`src/rtl/rv64g_pkg.sv`:
```
// Core-wide architectural constants for the RV64G pipeline.
package rv64g_pkg;
    localparam int NUM_REGS = 32;
    localparam int XLEN     = 64;
endpackage

```
`src/rtl/rv64g_operand_fetch.sv`:
```
// Operand-fetch / issue stage. One holding entry waits for the register
// file to report every used source and the destination as unlocked, then
// captures the operands, locks the destination and hands the instruction
// to execute through a one-entry output register.
module rv64g_operand_fetch
    import rv64g_pkg::*;
#(
    parameter  int PW = 64,
    parameter  int CW = 32,
    localparam int NR = NUM_REGS,
    localparam int DW = XLEN,
    localparam int AW = $clog2(NR)
) (
    input  logic          clk_i,
    input  logic          arst_ni,
    input  logic          flush_i,
    input  logic          valid_i,
    output logic          ready_o,
    input  logic [PW-1:0] pl_i,
    input  logic [AW-1:0] rd_addr_i,
    input  logic          rd_wr_i,
    input  logic [AW-1:0] rs1_addr_i,
    input  logic [AW-1:0] rs2_addr_i,
    input  logic [AW-1:0] rs3_addr_i,
    input  logic          rs1_use_i,
    input  logic          rs2_use_i,
    input  logic          rs3_use_i,
    input  logic [NR-1:0] locks_i,
    output logic [AW-1:0] rf_rs1_addr_o,
    output logic [AW-1:0] rf_rs2_addr_o,
    output logic [AW-1:0] rf_rs3_addr_o,
    input  logic [DW-1:0] rf_rs1_data_i,
    input  logic [DW-1:0] rf_rs2_data_i,
    input  logic [DW-1:0] rf_rs3_data_i,
    output logic          wr_lock_en_o,
    output logic [AW-1:0] wr_lock_addr_o,
    output logic          valid_o,
    input  logic          ready_i,
    output logic [PW-1:0] pl_o,
    output logic [AW-1:0] rd_addr_o,
    output logic          rd_wr_o,
    output logic [DW-1:0] rs1_data_o,
    output logic [DW-1:0] rs2_data_o,
    output logic [DW-1:0] rs3_data_o,
    output logic [CW-1:0] stall_cnt_o
);

    // Stage p0: holding register H
    logic          r_vld_p0;
    logic [PW-1:0] r_pl_p0;
    logic [AW-1:0] r_rd_p0;
    logic          r_rd_wr_p0;
    logic [AW-1:0] r_rs1_p0;
    logic [AW-1:0] r_rs2_p0;
    logic [AW-1:0] r_rs3_p0;
    logic          r_use1_p0;
    logic          r_use2_p0;
    logic          r_use3_p0;

    // Stage p1: output register O
    logic          r_vld_p1;
    logic [PW-1:0] r_pl_p1;
    logic [AW-1:0] r_rd_p1;
    logic          r_rd_wr_p1;
    logic [DW-1:0] r_rs1_data_p1;
    logic [DW-1:0] r_rs2_data_p1;
    logic [DW-1:0] r_rs3_data_p1;

    logic [CW-1:0] r_stall_cnt;

    logic w_lock_rs1;
    logic w_lock_rs2;
    logic w_lock_rs3;
    logic w_lock_rd;
    logic w_hz;
    logic w_fire;
    logic w_accept;
    logic w_rd_nz;

    // x0 is never locked, and an unused source is never waited on.
    assign w_lock_rs1 = r_use1_p0 & (r_rs1_p0 != '0) & locks_i[r_rs1_p0];
    assign w_lock_rs2 = r_use2_p0 & (r_rs2_p0 != '0) & locks_i[r_rs2_p0];
    assign w_lock_rs3 = r_use3_p0 & (r_rs3_p0 != '0) & locks_i[r_rs3_p0];
    assign w_rd_nz    = (r_rd_p0 != '0);
    assign w_lock_rd  = r_rd_wr_p0 & w_rd_nz & locks_i[r_rd_p0];

    assign w_hz     = r_vld_p0 & (w_lock_rs1 | w_lock_rs2 | w_lock_rs3 | w_lock_rd);
    assign w_fire   = r_vld_p0 & ~w_hz & ~flush_i & (~r_vld_p1 | ready_i);
    assign w_accept = valid_i & ready_o & ~flush_i;

    assign ready_o = ~r_vld_p0 | w_fire;

    assign rf_rs1_addr_o = r_vld_p0 ? r_rs1_p0 : '0;
    assign rf_rs2_addr_o = r_vld_p0 ? r_rs2_p0 : '0;
    assign rf_rs3_addr_o = r_vld_p0 ? r_rs3_p0 : '0;

    // The lock goes out in the issue cycle so the next instruction already sees it.
    assign wr_lock_en_o   = w_fire & r_rd_wr_p0 & w_rd_nz;
    assign wr_lock_addr_o = r_rd_p0;

    assign valid_o     = r_vld_p1;
    assign pl_o        = r_pl_p1;
    assign rd_addr_o   = r_rd_p1;
    assign rd_wr_o     = r_rd_wr_p1;
    assign rs1_data_o  = r_rs1_data_p1;
    assign rs2_data_o  = r_rs2_data_p1;
    assign rs3_data_o  = r_rs3_data_p1;
    assign stall_cnt_o = r_stall_cnt;

    // Holding register: flush kills it, accept loads it, issue empties it.
    always_ff @(posedge clk_i or negedge arst_ni) begin
        if (!arst_ni) begin
            r_vld_p0   <= 1'b0;
            r_pl_p0    <= '0;
            r_rd_p0    <= '0;
            r_rd_wr_p0 <= 1'b0;
            r_rs1_p0   <= '0;
            r_rs2_p0   <= '0;
            r_rs3_p0   <= '0;
            r_use1_p0  <= 1'b0;
            r_use2_p0  <= 1'b0;
            r_use3_p0  <= 1'b0;
        end else if (flush_i) begin
            r_vld_p0 <= 1'b0;
        end else if (w_accept) begin
            r_vld_p0   <= 1'b1;
            r_pl_p0    <= pl_i;
            r_rd_p0    <= rd_addr_i;
            r_rd_wr_p0 <= rd_wr_i;
            r_rs1_p0   <= rs1_addr_i;
            r_rs2_p0   <= rs2_addr_i;
            r_rs3_p0   <= rs3_addr_i;
            r_use1_p0  <= rs1_use_i;
            r_use2_p0  <= rs2_use_i;
            r_use3_p0  <= rs3_use_i;
        end else if (w_fire) begin
            r_vld_p0 <= 1'b0;
        end
    end

    // Output register: captures operands on issue, drains when execute takes it.
    always_ff @(posedge clk_i or negedge arst_ni) begin
        if (!arst_ni) begin
            r_vld_p1      <= 1'b0;
            r_pl_p1       <= '0;
            r_rd_p1       <= '0;
            r_rd_wr_p1    <= 1'b0;
            r_rs1_data_p1 <= '0;
            r_rs2_data_p1 <= '0;
            r_rs3_data_p1 <= '0;
        end else if (flush_i) begin
            r_vld_p1 <= 1'b0;
        end else if (w_fire) begin
            r_vld_p1      <= 1'b1;
            r_pl_p1       <= r_pl_p0;
            r_rd_p1       <= r_rd_p0;
            r_rd_wr_p1    <= r_rd_wr_p0;
            r_rs1_data_p1 <= rf_rs1_data_i;
            r_rs2_data_p1 <= rf_rs2_data_i;
            r_rs3_data_p1 <= rf_rs3_data_i;
        end else if (ready_i) begin
            r_vld_p1 <= 1'b0;
        end
    end

    // Hazard-stall cycle counter, saturating at all-ones.
    always_ff @(posedge clk_i or negedge arst_ni) begin
        if (!arst_ni) begin
            r_stall_cnt <= '0;
        end else if (w_hz && !flush_i && !(&r_stall_cnt)) begin
            r_stall_cnt <= r_stall_cnt + CW'(1);
        end
    end

endmodule
```
`config.mk`:
```
export PLATFORM = sky130hd
export DESIGN_NAME = rv64g_operand_fetch
export DESIGN_NICKNAME = d
export VERILOG_FILES = /design/src/rtl/rv64g_pkg.sv /design/src/rtl/rv64g_operand_fetch.sv
export SDC_FILE = /design/constraint.sdc
export NUM_CORES = 1
export LEC_CHECK = 0
export CAP_MARGIN = 40
export CORE_MARGIN = 1.5
export CORE_UTILIZATION = 27
export DETAILED_ROUTE_END_ITERATION = 6
export PLACE_DENSITY = 0.67
export SYNTH_ARGS = -nofsm -noshare
export SYNTH_HDL_FRONTEND = slang
export SYNTH_SLANG_ARGS = --single-unit
```
`constraint.sdc`:
```
create_clock -name clk_i -period 2.7 [get_ports clk_i]
set_clock_uncertainty 0.05 [all_clocks]
set_input_delay 0.27 -clock clk_i [delete_from_list [all_inputs] [get_ports clk_i]]
set_output_delay 0.27 -clock clk_i [all_outputs]
set_load 0.005 [all_outputs]
```
=== Word level (Yosys, flattened, before mapping) ===
Cells that the tools add are included.

* Input bits: 317
* Flip-flop bits (word level): 384
* Output and inout port bits: 317
* Memories kept: 0
* Memory bits (writable): 0
* Word-level logic and storage cells: 78
* Latch bits: 0
* Bits in read-only memories: 0

* Mux-type cells: 17
* Divide/modulo/power cells: 0
* $add $sub $neg: 1
* $mul: 0
* Order comparisons: 4
* Reductions and logical operators: 13
* Bitwise operators: 25
* Equality and inequality tests: 0
* Shift-type cells: 0

{| class="wikitable"
|+ Operator list
! operator !! count
|-
| adder 32 x 1 -> 32 bit (second input constant) || 1
|-
| AND reduction 32 bit || 1
|-
| less-than comparator 5 x 6 -> 1 bit (second input constant) || 4
|-
| binary-select mux 1 bit (select 5 bit) || 4
|-
| nonzero test 5 bit || 4
|-
| AND 1 bit || 16
|-
| 2-to-1 mux 5 bit || 3
|-
| 2-to-1 mux 1 bit || 10
|-
| nonzero test 3 bit || 2
|-
| OR 1 bit || 5
|-
| NOT 1 bit || 4
|-
| AND reduction 2 bit || 2
|-
| logical AND 1 bit || 2
|-
| logical NOT 1 bit || 2
|}

=== Depth between registers and ports, before layout ===
Gate-level depths: netlist (run 1).

* Word-level depth: 16
* Gate-level depth with buffers: 12
* Gate-level depth less buffers: 8

=== Worst setup path after synthesis (run 1) ===
No wires, ideal clock.

* Path type: flip-flop to flip-flop
* From: register r_rs1_p0[0]
* To: register r_pl_p1[34], in the netlist pl_o[34]
* Stages on the path, launching flop included: 11
* Arrival: 2770 ps
* Path slack: -245 ps
* Library setup time: 125 ps
* Data required time: 2525 ps
* Path buffers: 4
* Path through: dfrtp_1 -> buf_6 -> mux4_2 -> mux4_2 -> o211ai_1 -> o211ai_1 -> nor2_1 -> buf_2 -> buf_4 -> buf_4 -> mux2_2

* Cells in the longest elaborated chain, start to end: 12
* Elaborated cells between the ends (all ways): 14

{| class="wikitable"
|+ Ends and longest elaborated chain
! item !! line !! source
|-
| from (decl) || rv64g_operand_fetch.sv:53 || <nowiki>logic [AW-1:0] r_rs1_p0;</nowiki>
|-
| from (signal assigned) || rv64g_operand_fetch.sv:130 || <nowiki>r_rs1_p0 <= rs1_addr_i;</nowiki>
|-
| binary-select mux 1 bit (select 5 bit) or nonzero test 5 bit (tied branches) || rv64g_operand_fetch.sv:81 || <nowiki>assign w_lock_rs1 = r_use1_p0 & (r_rs1_p0 != '0) & locks_i[r_rs1_p0];</nowiki>
|-
| 2-to-1 mux 1 bit (implied by the code) or AND 1 bit (tied branches) || rv64g_operand_fetch.sv:81 ||
|-
| AND 1 bit (*) || rv64g_operand_fetch.sv:81 ||
|-
| OR 1 bit (*) (3 in a row) || rv64g_operand_fetch.sv:87 || <nowiki>assign w_hz = r_vld_p0 & (w_lock_rs1 | w_lock_rs2 | w_lock_rs3 | w_lock_rd);</nowiki>
|-
| AND 1 bit (*) || rv64g_operand_fetch.sv:87 ||
|-
| NOT 1 bit (*) || rv64g_operand_fetch.sv:88 || <nowiki>assign w_fire = r_vld_p0 & ~w_hz & ~flush_i & (~r_vld_p1 | ready_i);</nowiki>
|-
| AND 1 bit (*) (3 in a row) || rv64g_operand_fetch.sv:88 ||
|-
| AND reduction 2 bit (no line) (*) || - ||
|-
| to (signal assigned) || rv64g_operand_fetch.sv:155 || <nowiki>r_pl_p1 <= r_pl_p0;</nowiki>
|-
| to (decl) || rv64g_operand_fetch.sv:62 || <nowiki>logic [PW-1:0] r_pl_p1;</nowiki>
|}

Mark *: on every way between the ends. The rest lies on a longest branch, timed or not. The select of a mux whose other input is x is not followed.
A chain may end at the register's enable or synchronous reset.

=== Worst setup path in the final report (run 1) ===
* From: register r_rs1_p0[0]
* To: register r_rs1_data_p1[35], in the netlist rs1_data_o[35]

* Cells in the longest elaborated chain, start to end: 12
* Elaborated cells between the ends (all ways): 14

{| class="wikitable"
|+ Ends and longest elaborated chain
! item !! line !! source
|-
| binary-select mux 1 bit (select 5 bit) or nonzero test 5 bit (tied branches) || rv64g_operand_fetch.sv:81 ||
|-
| 2-to-1 mux 1 bit (implied by the code) or AND 1 bit (tied branches) || rv64g_operand_fetch.sv:81 ||
|-
| AND 1 bit (*) || rv64g_operand_fetch.sv:81 ||
|-
| OR 1 bit (*) (3 in a row) || rv64g_operand_fetch.sv:87 ||
|-
| AND 1 bit (*) || rv64g_operand_fetch.sv:87 ||
|-
| NOT 1 bit (*) || rv64g_operand_fetch.sv:88 ||
|-
| AND 1 bit (*) (3 in a row) || rv64g_operand_fetch.sv:88 ||
|-
| AND reduction 2 bit (no line) (*) || - ||
|-
| to (signal assigned) || rv64g_operand_fetch.sv:158 || <nowiki>r_rs1_data_p1 <= rf_rs1_data_i;</nowiki>
|-
| to (decl) || rv64g_operand_fetch.sv:65 || <nowiki>logic [DW-1:0] r_rs1_data_p1;</nowiki>
|}

Marks and branches as above.

==> impl_summary.md, run 1 <==
Logic synthesis
The compound-gate portion of the synthesized area is 0.0103. The async set or reset register ratio after synthesis is 1.00. Among all flip-flop cells after synthesis, the most frequent one is dfrtp_1. The cell area that synthesis handed to floorplanning was 0.0160 mm².

The post-synthesis cell type count is 50. The portion of synthesized area spent on multiplexers is 0.303. The share of synthesized cell area in and, or, nand and nor gates is 0.0452. During synthesis, Yosys emitted a total of 0 warnings. Ranked by total cell area, the synthesized netlist is headed by dfrtp_1 (60%), mux2_2 (21%), mux4_2 (4.1%). The adder and majority cell fraction of the synthesized area is 0.000784. By area, the combinational part of the netlist is dominated by multiplexers.

The area share of the largest cell type after synthesis is 0.602. The number of flops mapped to enable cells by yosys is 0. The most used standard cell by instance count after synthesis is dfrtp_1. The post-synth net total is between 1,000 and 1,500. In this run, synthesis produced a sequential element count of approximately 380. After synthesis, the most frequently instantiated cells are dfrtp_1 (384), mux2_2 (296), mux2_1 (41). Summed over all instances, the cell type with the most area after synthesis is dfrtp_1. The average footprint of a synthesized cell is about 16 µm².

The sequential element share of the synthesized area is 0.602. The cell count after synthesis came out at approximately 1,000. The xor/xnor cell area share of the yosys netlist is 0.0170.

Cells and area
The layout has 5,016 filler cells. The flip-flop and latch area is 0.00961 mm². The multi-input combinational cells in the finished layout cover a total of ~0.0067 mm². The layout cell share with drive strength beyond 1 is 0.327.

The number of nets in the layout is 2,112. The area growth from synthesis to final layout is 68.6%. Summing all non-filler instances in the final layout gives an area of between 0.02 and 0.03 mm².

Setup path
The class of the most critical setup path is flip-flop to flip-flop. The source of the worst register-to-register timing path is r_rs1_p0[0]. STA classifies the critical path startpoint as a flip-flop. The most critical setup path has its startpoint at r_rs1_p0[0].

STA puts the critical path data required time at just over 3 ns. Of all nets on the critical path, the largest fanout is 14. STA classifies the critical path endpoint as a flip-flop. The data arrival time of the worst path is 3.71 ns. The cell depth of the worst flop-to-flop path is 11.

Route
The final routed wirelength across all metal layers is 55.4 mm. The first detailed-routing pass took 4 iterations. The violation count after the first detailed-route iteration is 413. The via density per instance is approximately 4.5. The DRC violation count after routing is 0. The routed via count is between 10,000 and 15,000. The routed wire length per instance is ~21 µm. The number of routed nets with antenna violations is 0.

Timing
In this run the tightest slew margin relative to its limit is 0.529. Timing would allow up to 0.301 GHz. Across all setup checks in the final design, the least slack found is -0.619 ns. At the pin with the least slew margin, the transition time is between 0.7 and 0.8 ns. Setup repair after global routing could not meet its margin everywhere. Adding up every negative setup slack in the final design gives -202.87 ns. The final hold violation count is 0.

The number of slew-limit violations in the final report is 0. The worst-case hold slack is approximately 0.26 ns. In the finished design, the share of the clock period the worst path needs comes to 1.23. The post-route minimum period is about 3.3 ns.

The final count of negative-setup-slack endpoints is a little under 400.

Global routing
The via count of the first global-routing pass is around 12,000. The wire length of the first global-routing pass is ~75 mm. Entering global routing, the biggest net connects 76 pins. The total overflow left after global routing is 0. The global routing usage summed across all routing layers is 0.161. The number of antenna violations at the first check in global routing is 0.

Die
The core region is a little under 0.06 mm². The die area is between 0.06 and 0.07 mm². Pin placement for this block handled approximately 630 I/O pins.

The number of placement rows is 88. The starting density of the core is 0.275. The die is roughly 250 µm tall. The die extent in x is approximately 250 µm.

Pwr
The leakage power is between 0.01 and 0.015 µW. The design draws 27,000 µW. Across the VDD grid, the largest voltage drop is around 640 µV.

The power density over the cells is around 1000 mW/mm².

Clocking
The clock tree root buffer cell is clkbuf_16. The number of buffers added by the clock tree synthesis step is 43. The clock tree from TritonCTS is built. The clock drives approximately 380 sinks.

The clock latency of the later-clocked register in the worst-skew pair is between 0.5 and 0.6 ns. After clock tree synthesis, the clock-pin slew on the worst setup and hold paths is about 0.06 ns. The number of buffers on the longest clock path is 3. The clock tree synthesis step divided the H-tree into 2 levels.

Outcome
The checks that failed: setup timing. The flow ran to the end, but the final reports show violations.

Place
The placement-stage cell area is between 0.02 and 0.025 mm². During placement, the flow inserted port buffers numbering 633. The congestion estimate from routability-driven global placement came to ~0.85. The detailed-placement wirelength estimate is around 39 mm.

Worst hold path
The classification of the worst-slack hold path is input port to flip-flop. Counting instances, the worst hold path has a depth of 2. In this run the most critical hold path is launched from pl_i[40].

Run
The max-cap violation count is 0.
[through the flow]
stage | utilization | setup slack, ns | cells
global placement | 0.413 | -0.940 | 2476
CTS | 0.439 | -0.667 | 2552
detailed placement | 0.413 | -0.842 | 2476
global route | 0.463 | -0.787 | 2585
finish | 0.463 | -0.619 | 2586
floorplan | - | -0.163 | 1024
[area by class of cell]
cell class / instances / share of cell area
timing repair buffer: 785 / 0.307
inverter: 4 / 0.000558
sequential: 384 / 0.357
clock buffer: 55 / 0.0443
multi-input combinational: 576 / 0.248
antenna: 1 / 0.0000930
tap: 765 / 0.0356
clock inverter: 16 / 0.00670
[what timing repair did]
item,in CTS,in global routing
pin swaps,3,3
buffers inserted,5,5
hold buffers,1,0
cloned,0,28
gates resized for setup,34,198
endpoints found under the setup margin,386,386
endpoints found under the hold margin,62,0
[layout by cell type (no fill, tap or decap), types with 5 or more instances in the layout]
master,count
nor2_1,10
nand3_1,17
nor3_1,19
mux2_4,184
clkbuf_16,63
buf_6,14
mux2_2,149
nand2_1,12
nand4_1,8
buf_8,6
buf_16,8
clkdlybuf4s50_1,630
clkbuf_1,5
mux2_1,24
buf_4,91
and3_1,5
xor2_1,30
mux2i_1,8
mux4_2,29
dfrtp_1,380
and2_1,16
clkinv_2,5
buf_12,15
clkbuf_8,7
nor4_1,10
[worst max-delay path, stage by stage (launching register included)]
cell and delay [ns]:
dfrtp_2 0.46, mux4_2 0.54, mux4_2 0.48, o211ai_1 0.22, o211ai_1 0.13, buf_4 0.17, buf_6 0.12, nor2_4 0.12
buf_12 0.17, clkbuf_16 0.20, buf_16 0.17, mux2_2 0.35
[worst paths after layout]
path / end / slack [ns]
worst max-delay path: rs1_data_o[35] / -0.62
worst min-delay path: r_pl_p0[40] / 0.26
worst max register to register: rs1_data_o[35] / -0.62
worst min register to register: pl_o[52] / 0.43
max in group asynchronous: rs2_data_o[7] / 1.39
min in group asynchronous: pl_o[10] / 0.28
[flip-flops by register name (all words and copies together) (netlist names)]
register,cells
r_rd_wr_p0,1
rs3_data_o,64
rd_wr_o,1
stall_cnt_o,32
r_rs3_p0,5
r_rs2_p0,5
r_vld_p0,1
r_use2_p0,1
wr_lock_addr_o,5
rd_addr_o,5
valid_o,1
rs2_data_o,64
rs1_data_o,64
r_use3_p0,1
r_pl_p0,64
r_rs1_p0,5
pl_o,64
r_use1_p0,1
[power by group]
group	switching [µW]	internal [µW]
Clock	2390	3390
Combinational	3670	7910
Sequential	1510	8160
Total	7570	19500
[cells by family (layout without fill, tap and decap cells)]
group,after synthesis,after routing
muxes,394,394
DFF,384,384
and+or+nand+nor,127,127
buffers and inverters,64,860
xor gates and xnor gates,31,31
AOI/OAI and AO/OA,23,23
adders and majority gates,1,1
other,0,1
[layer usage]
layer,up-vias,wire (µm),GRT usage
met4,0,1540,0.0585
met1,5948,21700,0.189
met5,-,0,0
met2,425,28200,0.279
li1,5255,-,-
met3,90,3990,0.0440
Note: power is estimated with default switching activity, not from simulation.
==> inputs of run 2 (changes only) <==
--- a/config.mk
+++ b/config.mk
@@ -9,7 +9,7 @@
 export CORE_MARGIN = 1.5
 export CORE_UTILIZATION = 27
 export DETAILED_ROUTE_END_ITERATION = 6
-export PLACE_DENSITY = 0.67
+export PLACE_DENSITY = 0.61
 export SYNTH_ARGS = -nofsm -noshare
 export SYNTH_HDL_FRONTEND = slang
 export SYNTH_SLANG_ARGS = --single-unit
==> constraint.sdc (replaced) <==
create_clock -name clk_i -period 4.31 [get_ports clk_i]
set_clock_uncertainty 0.05 [all_clocks]
set_input_delay 0.431 -clock clk_i [delete_from_list [all_inputs] [get_ports clk_i]]
set_output_delay 0.431 -clock clk_i [all_outputs]
set_load 0.005 [all_outputs]
==> impl_summary.md, run 2 (synthesis results as in run 1) <==
Outcome
Status: complete, no violations (was finished, violations left).

Setup path
The data arrival time of the worst path is 3.60 ns (was 3.71 ns). The class of the most critical setup path was flip-flop to output pin (was flip-flop to flip-flop). The endpoint kind of the worst setup timing path is an output pin (was flip-flop). The largest driver fanout on the critical path is 11 (was 14). The startpoint type of the worst setup path is a flip-flop (unchanged). The required time reported for the critical path endpoint is 3.83 ns (was 3.09 ns).

Cells and area
The most common library cell in the layout ignoring fill and taps is clkdlybuf4s50_1 (unchanged). The area growth from synthesis to final layout is 54.6% (was 68.6%). The final core area utilization is 0.425 (was 0.463). The number of nets in the layout came to 1,984 (was 2,112). The layout cell share with drive strength beyond 1 is 0.260 (was 0.327).

Commonest non-fill, non-tap cells in the layout: clkdlybuf4s50_1 (632), dfrtp_1 (381), mux2_2 (296), clkbuf_16 (45), mux2_1 (41) (was clkdlybuf4s50_1 (630), dfrtp_1 (380), mux2_4 (184), mux2_2 (149), buf_4 (91)).

Clocking
The sink count of the clock tree is 384 (unchanged). The number of buffers on the longest clock path is 3 (unchanged). The clock tree from TritonCTS is built (unchanged).

The H-tree depth is 2 (unchanged). The clock latency of the later-clocked register in the worst-skew pair is 0.55 ns (was 0.56 ns). The clock-pin slew of the registers on the worst-case setup and hold paths is 0.06 ns (about the same). The number of buffers added by the clock tree synthesis step is 44 (was 43). The clock tree root buffer cell was clkbuf_16 (unchanged).

Timing
The final count of negative-setup-slack endpoints is 0 (was 386). The transition time at the pin with the least slew margin came to 0.784 ns (was 0.707 ns). The headroom to the max-slew limit is 0.477 (was 0.529). The highest achievable clock rate is 0.245 GHz. The final clock period utilization by the worst path is 0.948. The final hold violation count is 0 (unchanged). The final setup TNS is 0 ns (was -202.87 ns). The routed design could run at a clock period as short as roughly 4.1 ns.

RSZ-0062 raised after global routing: no (was yes). The number of slew-limit violations in the final report is 0 (unchanged).

Global routing
The global routing usage summed across all routing layers came to 0.152 (was 0.161). The total grt overflow is 0 (unchanged). The pin count of the biggest net entering global routing is 95 (was 76). The via count of the first global-routing pass is 11,500 (was 12,300).

The wire length of the first global-routing pass is 70.8 mm (was 74.7 mm). The number of antenna violations at the first check in global routing came to 7 (was 0).

Die
The die area was 0.0605 mm² (unchanged). The count of boundary I/O pins is 634 (unchanged). The standard cell core area is 0.0580 mm² (unchanged). The die extent in x came to 246 µm (unchanged). The number of placement rows is 88 (unchanged). The starting density of the core is 0.275 (unchanged). The die span in y is 246 µm (unchanged).

Pwr
The leakage power is 0.0102 µW (was 0.0115 µW). The highest ir drop seen on vdd is 369 µV (was 644 µV). The power density over the cells came to 629 mW/mm² (was 1010 mW/mm²).

Worst hold path
The classification of the worst-slack hold path is input port to asynchronous set/reset pin (was input port to flip-flop).

Route
The routed via count was 11,100 (was 11,700). The via density per instance is 4.48 (was 4.53). The violation count after the first detailed-route iteration came to 413 (unchanged).

The number of routed nets with antenna violations is 0 (unchanged). The routed wire length per instance is 19.6 µm (was 21.4 µm). The DRC violation count after routing is 0 (unchanged). The first-pass iteration count of the detailed router came to 4 (unchanged). The final routed wirelength across all metal layers is 48.4 mm (was 55.4 mm).

Run
The max-cap violation count is 0 (unchanged).

Place
The routability-driven placement congestion ratio was 0.822 (was 0.850). The detailed-placement wirelength estimate is 36.2 mm (was 39.0 mm). The number of input and output port buffers inserted is 633 (unchanged).
==> run 2: final timing paths <==
check                                       end  cells after the start  slack, ns              from
max in group asynchronous        rs1_data_o[35]                      3       2.73           arst_ni
worst min register to register  stall_cnt_o[13]                      1       0.43   stall_cnt_o[13]
min in group clk_i                rs2_data_o[3]                      2       0.43  rf_rs2_data_i[3]
worst max register to register      r_pl_p0[42]                      9       0.76       r_rs2_p0[1]
worst min-delay path              rs3_data_o[5]                      2       0.43           arst_ni
worst max-delay path                    ready_o                      6       0.22       r_rs2_p0[1]
==> run 2: routing by layer <==
metal	GRT usage	wire length [µm]
met1	0.175	18300
met2	0.259	24000
met3	0.0590	4670
met4	0.0512	1420
met5	0	0
==> run 2: critical path: stages, from the launching register on <==
cell	delay, ns
dfrtp_1	0.63
mux4_2	0.40
mux2_2	0.29
a2111oi_0	0.49
o211ai_1	0.34
o21ai_2	0.34
clkdlybuf4s50_1	0.58
==> run 2: layout make-up <==
cell class | count | area (µm²)
well taps | 765 | 957
clock buffers | 66 | 1290
inverters | 4 | 15.0
clock inverters | 11 | 93.8
multi-input cells | 576 | 6010
fillers | 5254 | 33400
repair buffers | 656 | 6650
diodes | 6 | 15.0
flip-flops and latches | 384 | 9620
==> run 2: metrics by stage <==
| step | worst slack, ns | hold WS [ns] | cell area, µm² | instances | power, µW |
|---|---|---|---|---|---|
| floorplan | 1.37 | 0.0854 | 16000 | 1024 | 8210 |
| global placement | 0.399 | 0.415 | 23200 | 2383 | 11900 |
| detailed placement | 0.381 | 0.422 | 23200 | 2383 | 12100 |
| CTS | 0.124 | 0.378 | 24600 | 2461 | 15800 |
| global route | 0.0642 | 0.393 | 24700 | 2467 | 16400 |
| finish | 0.224 | 0.431 | 24700 | 2468 | 15500 |
==> run 2: where the power goes <==
group | switching, µW | internal [µW] | leakage [µW] | total (µW)
Combinational | 1890 | 3990 | 0.00486 | 5880
Clock | 1470 | 2130 | 0.000684 | 3600
Sequential | 920 | 5110 | 0.00464 | 6030
==> run 2: what timing repair did <==
item	in CTS	in global routing
buffers inserted	0	1
cloned	0	0
resized for setup	3	1
setup endpoints to repair	1	1
hold buffers	1	0
hold endpoints to repair	87	0
pin swaps	0	1
==> inputs of run 3 (changes only) <==
--- a/config.mk
+++ b/config.mk
@@ -6,7 +6,6 @@
 export NUM_CORES = 1
 export LEC_CHECK = 0
 export CAP_MARGIN = 40
-export CORE_MARGIN = 1.5
 export CORE_UTILIZATION = 27
 export DETAILED_ROUTE_END_ITERATION = 6
 export PLACE_DENSITY = 0.61
==> impl_summary.md, run 3 (synthesis results as in run 1) <==
Clocking
The sink count of the clock tree is 384 (unchanged). The number of buffers added by the clock tree synthesis step is 45 (was 44). The clock tree from TritonCTS is built (unchanged). The clock tree root buffer cell is clkbuf_16 (unchanged). The clock-pin slew of the registers on the worst-case setup and hold paths came to 0.06 ns (about the same).

The H-tree depth was 2 (unchanged). The clock latency of the later-clocked register in the worst-skew pair came to 0.56 ns (was 0.55 ns). The number of buffers on the longest clock path is 3 (unchanged).

Cells and area
The most common library cell in the layout ignoring fill and taps is clkdlybuf4s50_1 (unchanged). Commonest non-fill, non-tap cells in the layout: clkdlybuf4s50_1 (632), dfrtp_1 (380), mux2_2 (296), clkbuf_16 (46), mux2_1 (41) (was clkdlybuf4s50_1 (632), dfrtp_1 (381), mux2_2 (296), clkbuf_16 (45), mux2_1 (41)). The final core area utilization is 0.428 (was 0.425). The filler cell count is 5,278 (was 5,254). The combined area of the multi-input logic cells was 0.00601 mm² (unchanged). The area growth from synthesis to final layout is 55.6% (was 54.6%).

The number of cells in the finished layout apart from fillers came to 2,474 (was 2,468). The number of nets in the layout is 1,993 (was 1,984). The flip-flop and latch area was 0.00961 mm² (was 0.00962 mm²).

The layout cell share with drive strength beyond 1 is 0.265 (was 0.260).

Timing
The headroom to the max-slew limit is 0.482 (was 0.477). The post-route worst setup slack is 0.311 ns (was 0.224 ns). The worst-case hold slack is 0.422 ns (was 0.431 ns). The final clock period utilization by the worst path is 0.928 (was 0.948). The highest achievable clock rate is 0.250 GHz (was 0.245 GHz). The final count of negative-setup-slack endpoints is 0 (unchanged). RSZ-0062 raised after global routing: no (unchanged). The final setup TNS is 0 ns (unchanged).

The transition time at the pin with the least slew margin is 0.777 ns (was 0.784 ns). The post-route minimum period is 4.00 ns (was 4.09 ns). The number of slew-limit violations in the final report is 0 (unchanged). The final hold violation count is 0 (unchanged).

Route
The DRC violation count after routing came to 0 (unchanged). The via density per instance is 4.49 (was 4.48). The routed wire length per instance is 19.8 µm (was 19.6 µm). The violation count after the first detailed-route iteration came to 506 (was 413). The number of routed nets with antenna violations is 0 (unchanged).

The routed via count came to 11,100 (about the same). The final routed wirelength across all metal layers is 49.0 mm (was 48.4 mm). The first-pass iteration count of the detailed router came to 4 (unchanged).

Die
The die span in y is 245 µm (was 246 µm). The standard cell core area is 0.0580 mm² (unchanged). The die area is 0.0601 mm² (was 0.0605 mm²). The count of boundary I/O pins is 634 (unchanged). The starting density of the core came to 0.275 (unchanged).

The die extent in x is 245 µm (was 246 µm). The number of placement rows is 88 (unchanged).

Place
The detailed-placement wirelength estimate is 36.6 mm (was 36.2 mm). The minimum setup slack after placement is 0.350 ns (was 0.381 ns). The number of input and output port buffers inserted is 633 (unchanged).

The number of placed cells counting well taps is 2,390 (was 2,383). The routability-driven placement congestion ratio is 0.876 (was 0.822).

Pwr
The power density over the cells was 636 mW/mm² (was 629 mW/mm²). The leakage power is 0.0103 µW (was 0.0102 µW). The highest ir drop seen on vdd came to 364 µV (was 369 µV).

Setup path
The startpoint type of the worst setup path is a flip-flop (unchanged). The data arrival time of the worst path is 3.52 ns (was 3.60 ns). The required time reported for the critical path endpoint is 3.83 ns (about the same).

The cell depth of the worst flop-to-flop path is 9 (unchanged). The endpoint kind of the worst setup timing path is an output pin (unchanged). The largest driver fanout on the critical path is 4 (was 11).

The class of the most critical setup path is flip-flop to output pin (unchanged).

Outcome
Status: complete, no violations (unchanged).

Run
The max-cap violation count is 0 (unchanged).

Global routing
The wire length of the first global-routing pass was 73.4 mm (was 70.8 mm). The number of antenna violations at the first check in global routing is 4 (was 7). The total grt overflow is 0 (unchanged). The global routing usage summed across all routing layers is 0.159 (was 0.152). The via count of the first global-routing pass is 11,900 (was 11,500). The pin count of the biggest net entering global routing is 92 (was 95).

Worst hold path
The hold-critical path depth is 2. The classification of the worst-slack hold path is input port to flip-flop (was input port to asynchronous set/reset pin).
[run 3: changes by cell type in the layout (fill, tap and decap cells not counted), sizes merged]
cell	before	now
inv	6	4
buf	23	31
bufinv	1	3
diode	6	3
clkinv	7	4
clkbuf	66	70
[run 3: area by class of cell]
cell class	count	share of cell area
Clock buffer	70	0.0553
Sequential cell	384	0.387
Timing Repair Buffer	664	0.271
Antenna cell	3	0.000302
Clock inverter	8	0.00519
Tap cell	765	0.0386
Multi-Input combinational cell	576	0.242
Inverter	4	0.000605
[run 3: worst paths after layout]
kind,startpoint,endpoint,slack [ns]
max,r_rs2_p0[0],ready_o,0.31
min reg2reg,pl_o[62],pl_o[62],0.43
max reg2reg,r_rs2_p0[0],pl_o[36],0.71
min in group asynchronous,arst_ni,rs2_data_o[38],0.47
max in group asynchronous,arst_ni,r_rs3_p0[0],2.77
min,rf_rs1_data_i[62],rs1_data_o[62],0.42
[run 3: through the flow]
step / total power [µW] / instance area, µm²
after floorplan: 8210 / 16000
after CTS: 16000 / 24800
after global placement: 12000 / 23300
after detailed placement: 12100 / 23300
final: 15800 / 24800
after global routing: 16700 / 24800
[run 3: power by group]
group / internal (µW) / switching (µW) / leakage, µW / total [µW]
Combinational: 4010 / 1900 / 0.00490 / 5910
Clock: 2350 / 1480 / 0.000735 / 3830
Sequential: 5110 / 951 / 0.00464 / 6060
Total: 11500 / 4330 / 0.0103 / 15800
[run 3: repair_timing]
item / CTS / global route
resized for setup: 2 / 2
buffers inserted: 0 / 2
pin swaps: 0 / 1
setup endpoints to repair: 1 / 1
hold buffers: 1 / 0
endpoints found under the hold margin: 84 / 0
[run 3: worst max-delay path, stage by stage, from the launching register on]
cell	delay [ns]
dfrtp_1	0.46
mux4_2	0.55
mux2_2	0.28
a2111oi_0	0.50
o211ai_1	0.29
o21ai_2	0.27
clkdlybuf4s50_1	0.61
[run 3: layer usage]
| metal | up-vias | share of wire | global-route usage | wire length [µm] |
|---|---|---|---|---|
| li1 | 5029 | - | - | - |
| met3 | 71 | 0.081 | 0.0502 | 3960 |
| met1 | 5590 | 0.40 | 0.191 | 19500 |
| met5 | - | 0.00029 | 0 | 14 |
| met4 | 2 | 0.024 | 0.0493 | 1150 |
| met2 | 414 | 0.50 | 0.271 | 24400 |
